**config.mk**
```make
export PLATFORM = sky130hd
export DESIGN_NAME = logic_op_arbiter
export DESIGN_NICKNAME = d
export VERILOG_FILES = /design/src/rtl/logic_op_arbiter.sv
export SDC_FILE = /design/constraint.sdc
export NUM_CORES = 1
export LEC_CHECK = 0
export ABC_AREA = 1
export BUFFER_PORTS_ARGS = -buffer_cell sky130_fd_sc_hd__buf_2
export CORE_UTILIZATION = 30
export DETAILED_ROUTE_END_ITERATION = 8
export PLACE_DENSITY = 0.61
export SYNTH_ARGS = -nofsm -noshare
export SYNTH_HDL_FRONTEND = slang
export SYNTH_SLANG_ARGS = --single-unit
export TNS_END_PERCENT = 1
```
**constraint.sdc**
```tcl
create_clock -name sys_clk -period 1.4 [get_ports sys_clk]
set_clock_uncertainty 0.05 [all_clocks]
set_input_delay 0.21 -clock sys_clk [delete_from_list [all_inputs] [get_ports sys_clk]]
set_output_delay 0.21 -clock sys_clk [all_outputs]
set_load 0.02 [all_outputs]
```
**src/rtl/logic_op_arbiter.sv**
```systemverilog
// Round-robin arbiter sharing one combinational bitwise logic unit between two
// requesters; operands are driven from registers and the opcode-selected result is returned.
module logic_op_arbiter #(
  parameter int DATA_W = 8
) (
  input  logic              sys_clk,
  input  logic              sys_rst_n,
  input  logic              pi_req0,
  input  logic [2:0]        pi_op0,
  input  logic [DATA_W-1:0] pi_a0,
  input  logic [DATA_W-1:0] pi_b0,
  input  logic              pi_req1,
  input  logic [2:0]        pi_op1,
  input  logic [DATA_W-1:0] pi_a1,
  input  logic [DATA_W-1:0] pi_b1,
  input  logic [DATA_W-1:0] pi_lu_c,
  input  logic [DATA_W-1:0] pi_lu_d,
  input  logic [DATA_W-1:0] pi_lu_e,
  input  logic [DATA_W-1:0] pi_lu_f,
  input  logic [DATA_W-1:0] pi_lu_g,
  input  logic [DATA_W-1:0] pi_lu_h,
  input  logic [DATA_W-1:0] pi_lu_i,
  output logic [DATA_W-1:0] po_lu_a,
  output logic [DATA_W-1:0] po_lu_b,
  output logic              po_gnt0,
  output logic              po_gnt1,
  output logic              po_done0,
  output logic              po_done1,
  output logic [DATA_W-1:0] po_res,
  output logic              po_err,
  output logic              po_busy
);

  typedef enum logic [1:0] {
    IDLE   = 2'd0,
    LOAD   = 2'd1,
    RESULT = 2'd2
  } state_t;

  state_t            state_r, state_s;
  logic              rr_r, rr_s;     // requester preferred on contention
  logic              id_r, id_s;
  logic [2:0]        op_r, op_s;
  logic [DATA_W-1:0] lu_a_s, lu_b_s, res_s;
  logic              gnt0_s, gnt1_s, done0_s, done1_s, err_s, busy_s;
  logic              grant_s, pick_s;
  logic [DATA_W:0]   sel_s;

  // Returns {err, result} for an opcode; opcode 7 is illegal and yields zero.
  function automatic logic [DATA_W:0] select_result(
    input logic [2:0]        op,
    input logic [DATA_W-1:0] c, d, e, f, g, h, i
  );
    logic [DATA_W:0] r;
    case (op)
      3'd0:    r = {1'b0, c};
      3'd1:    r = {1'b0, d};
      3'd2:    r = {1'b0, e};
      3'd3:    r = {1'b0, f};
      3'd4:    r = {1'b0, g};
      3'd5:    r = {1'b0, h};
      3'd6:    r = {1'b0, i};
      default: r = {1'b1, {DATA_W{1'b0}}};
    endcase
    return r;
  endfunction

  // Next-state and next-output computation; every output is registered below.
  always_comb begin
    state_s = state_r;
    rr_s    = rr_r;
    id_s    = id_r;
    op_s    = op_r;
    lu_a_s  = po_lu_a;
    lu_b_s  = po_lu_b;
    res_s   = po_res;
    gnt0_s  = 1'b0;
    gnt1_s  = 1'b0;
    done0_s = 1'b0;
    done1_s = 1'b0;
    err_s   = 1'b0;
    busy_s  = 1'b0;
    grant_s = 1'b0;
    pick_s  = 1'b0;
    sel_s   = select_result(op_r, pi_lu_c, pi_lu_d, pi_lu_e, pi_lu_f,
                            pi_lu_g, pi_lu_h, pi_lu_i);
    case (state_r)
      IDLE: begin
        if (pi_req0 && pi_req1) begin
          grant_s = 1'b1;
          pick_s  = rr_r;
        end else if (pi_req0) begin
          grant_s = 1'b1;
          pick_s  = 1'b0;
        end else if (pi_req1) begin
          grant_s = 1'b1;
          pick_s  = 1'b1;
        end else begin
          grant_s = 1'b0;
          pick_s  = 1'b0;
        end
        if (grant_s) begin
          id_s    = pick_s;
          rr_s    = ~pick_s;
          op_s    = pick_s ? pi_op1 : pi_op0;
          lu_a_s  = pick_s ? pi_a1 : pi_a0;
          lu_b_s  = pick_s ? pi_b1 : pi_b0;
          gnt0_s  = ~pick_s;
          gnt1_s  = pick_s;
          busy_s  = 1'b1;
          state_s = LOAD;
        end else begin
          state_s = IDLE;
        end
      end
      LOAD: begin
        // Logic unit has settled on the registered operands; capture now.
        res_s   = sel_s[DATA_W-1:0];
        err_s   = sel_s[DATA_W];
        done0_s = ~id_r;
        done1_s = id_r;
        busy_s  = 1'b1;
        state_s = RESULT;
      end
      RESULT: begin
        state_s = IDLE;
      end
      default: begin
        state_s = IDLE;
      end
    endcase
  end

  // State, arbitration bookkeeping and registered outputs.
  always_ff @(posedge sys_clk) begin
    if (!sys_rst_n) begin
      state_r  <= IDLE;
      rr_r     <= 1'b0;
      id_r     <= 1'b0;
      op_r     <= 3'd0;
      po_lu_a  <= {DATA_W{1'b0}};
      po_lu_b  <= {DATA_W{1'b0}};
      po_res   <= {DATA_W{1'b0}};
      po_gnt0  <= 1'b0;
      po_gnt1  <= 1'b0;
      po_done0 <= 1'b0;
      po_done1 <= 1'b0;
      po_err   <= 1'b0;
      po_busy  <= 1'b0;
    end else begin
      state_r  <= state_s;
      rr_r     <= rr_s;
      id_r     <= id_s;
      op_r     <= op_s;
      po_lu_a  <= lu_a_s;
      po_lu_b  <= lu_b_s;
      po_res   <= res_s;
      po_gnt0  <= gnt0_s;
      po_gnt1  <= gnt1_s;
      po_done0 <= done0_s;
      po_done1 <= done1_s;
      po_err   <= err_s;
      po_busy  <= busy_s;
    end
  end

endmodule

```
==> reports/results.ini <==
[place]
hpwl_um = 5000
port_buffers = 127
place_congestion = 0.783

[power_and_ir_drop]
vdd_drop_max_mv = 0.508
power_mw = 2.93
leakage_nw = 1.54
powerDensity_nw_per_um2 = 971

[critical_path]
crit_slowest_cell = dfxtp_1
crit_path_end_kind = flip-flop
cp.buffers_inverters = 1
critPathTopFamily = flip-flops
critPathMaxStageDelay_ns = 0.42
start_kind = flip-flop
crit_chain = buf_6, nand3_1, nor2_1, nor2_1, nand2_1, nand2_1, a21oi_2
worstPathRequired_ns = 1.57
crit_type = reg2reg
crit_arrival_ns = 1.44
cp_max_fo = 25

[clock_network]
insertion_delay_ns = 0.28
root_buffer = clkbuf_8
cts_buffers = 5
hold_buffers = 0
cts_tree = yes
max-clock-path-buffers = 2
cts.sinks = 37
clk_pin_slew_ns = 0.07
htreeDepth = 2

[floorplanning]
initial_utilization = 0.310
dieArea_sq_um = 7790
die_h_um = 88.3
io_pins = 128
die_width_um = 88.3
core_sq_um = 7210
rows = 31

[run]
max-cap-violations = 0

[layout]
antenna_cells = 0
final.fill_count = 776
finalNetCount = 532
area_delta_synth_final_pct = 35.2
drive_above_1_share = 0.434

[global_routing]
grt_pass1_wl_um = 10200
grt_overflow = 0
grt_max_degree = 28
grt_pass1_vias = 2260
antenna_found_initial = 0
grt_usage = 0.167

[yosys]
yosysMostFrequentCell = nand2_1
synth-seq-cells = 37
synthXorXnorAreaFrac = 0
synth_top_family_by_area = simple AND/OR/NAND/NOR gates
synth_mux_area_frac = 0
yosys.area_share.adder = 0
synthCells = 306
yosysTopAreaCell = dfxtp_1
synth_top_area_frac = 0.332
synth_commonest_cells = 94 x nand2_1, 37 x dfxtp_1, 32 x nand4_1
synth-main-ff-cell = dfxtp_1
syn_nets = 404
synth_area_per_cell_sq_um = 7.30
synth_edf_count = 0
synth_area_sq_um = 2230
synth_compound_area_frac = 0.129
post_synth_and_or_nand_nor_area_fraction = 0.407
yosysSeqAreaShare = 0.332
synth.area.top_cells = dfxtp_1 33%, nand2_1 16%, nand4_1 9.0%
async_flop_share = 0
synth.lib_cells_used.distinct = 30
ys_warn_count = 0

[routing]
route.detailed.drc = 0
routed_wl_um = 6460
ant_nets = 0
wire_per_inst_um = 12.1
drt_first_pass_iters = 6
num_vias = 2478
viasPerCell = 4.64
drt_iter0_drc = 122

[timing]
slew_headroom = 0.801
max_slew.worst_pin.slew_ns = 0.299
hold_viol = 0
setup_viol = 0
clock.fmax_mhz = 785
hold_ws_ns = 0.0887
fin_crit_sh = 0.910
slew_viol_final = 0
rsz0062_at_grt = yes
min_period_ns = 1.27

[outcome]
status = completed

[min_path]
min_path_type = in2reg

power by group:
group / switching (mW) / internal [mW]
Combinational: 0.594 / 0.401
Sequential: 0.0655 / 1.15
Clock: 0.367 / 0.352
metal layers:
metal  part of all wire  GRT usage  up-vias
li1                   -          -     1273
met1               0.42      0.201     1085
met2               0.48      0.285      112
met3              0.082     0.0429        8
met4              0.013     0.0674        0
met5                  0          0        -
kinds of logic after synthesis:
group	Yosys count
compound gates	32
buf+inv	45
flops	37
simple gates	192
final timing paths:
| path | start | end | slack [ns] | cells after the start |
|---|---|---|---|---|
| max | op_r[2] | po_res[0] | 0.13 | 7 |
| min | pi_op0[2] | op_r[2] | 0.09 | 3 |
| max reg2reg | op_r[2] | po_res[0] | 0.13 | 7 |
| min reg2reg | id_r | po_done0 | 0.37 | 1 |
worst min-delay path, stage by stage:
cell and delay, ns:
buf_2 0.08, nand2_1 0.05, o21ai_0 0.05
layout make-up:
type / instances / area [sq um] / area share
multi-input combinational: 224 / 1200 / 0.396
timing repair buffer: 142 / 777 / 0.257
sequential: 37 / 743 / 0.246
tap: 99 / 124 / 0.0410
inverter: 24 / 95.1 / 0.0315
clock buffer: 7 / 76.3 / 0.0253
clock inverter: 1 / 7.51 / 0.00249
per-stage QoR:
stage / instances / instance area [sq um] / setup TNS, ns / worst slack [ns] / util
2_1_floorplan: 306 / 2230 / 0 / 0.237 / -
3_3_place_gp: 524 / 2900 / 0 / 0.0753 / 0.402
3_5_place_dp: 524 / 2900 / 0 / 0.0403 / 0.402
4_1_cts: 532 / 2980 / 0 / 0.0339 / 0.413
5_1_grt: 534 / 3020 / -0.0432 / -0.0350 / 0.418
6_report: 534 / 3020 / 0 / 0.127 / 0.418
state kept, by name, summed over array words and instances, names as in the netlist:
name      flops
po_err        1
po_res        8
state_r       2
po_lu_b       8
po_done0      1
op_r          3
po_lu_a       8
po_gnt1       1
po_busy       1
id_r          1
po_gnt0       1
rr_r          1
po_done1      1
placed cells by master, fill, tap and decap left out, types with 2 or more instances in the layout:
master / synthesis / final
nor2_2: 2 / 2
clkbuf_8: 4 / 5
a21oi_2: 6 / 6
buf_12: 1 / 2
dfxtp_2: 0 / 2
o21ai_1: 2 / 2
nand4_1: 32 / 32
nand2_2: 9 / 9
a31oi_2: 9 / 9
o21ai_0: 2 / 2
o21ai_4: 2 / 2
a31oi_1: 4 / 4
a22oi_1: 3 / 3
clkbuf_1: 0 / 2
buf_4: 8 / 12
buf_2: 4 / 127
a21oi_1: 3 / 3
nor2_1: 28 / 28
nor2_4: 3 / 3
nand3_1: 20 / 20
dfxtp_1: 37 / 35
inv_1: 19 / 19
nand2_1: 94 / 94
inv_2: 4 / 4
timing repair:
item	CTS	global route
hold endpoints to repair	0	0
buffers inserted	0	2
endpoints found under the setup margin	0	8
gates resized for setup	0	4
No activity file was read; power rests on OpenSTA's default activity.
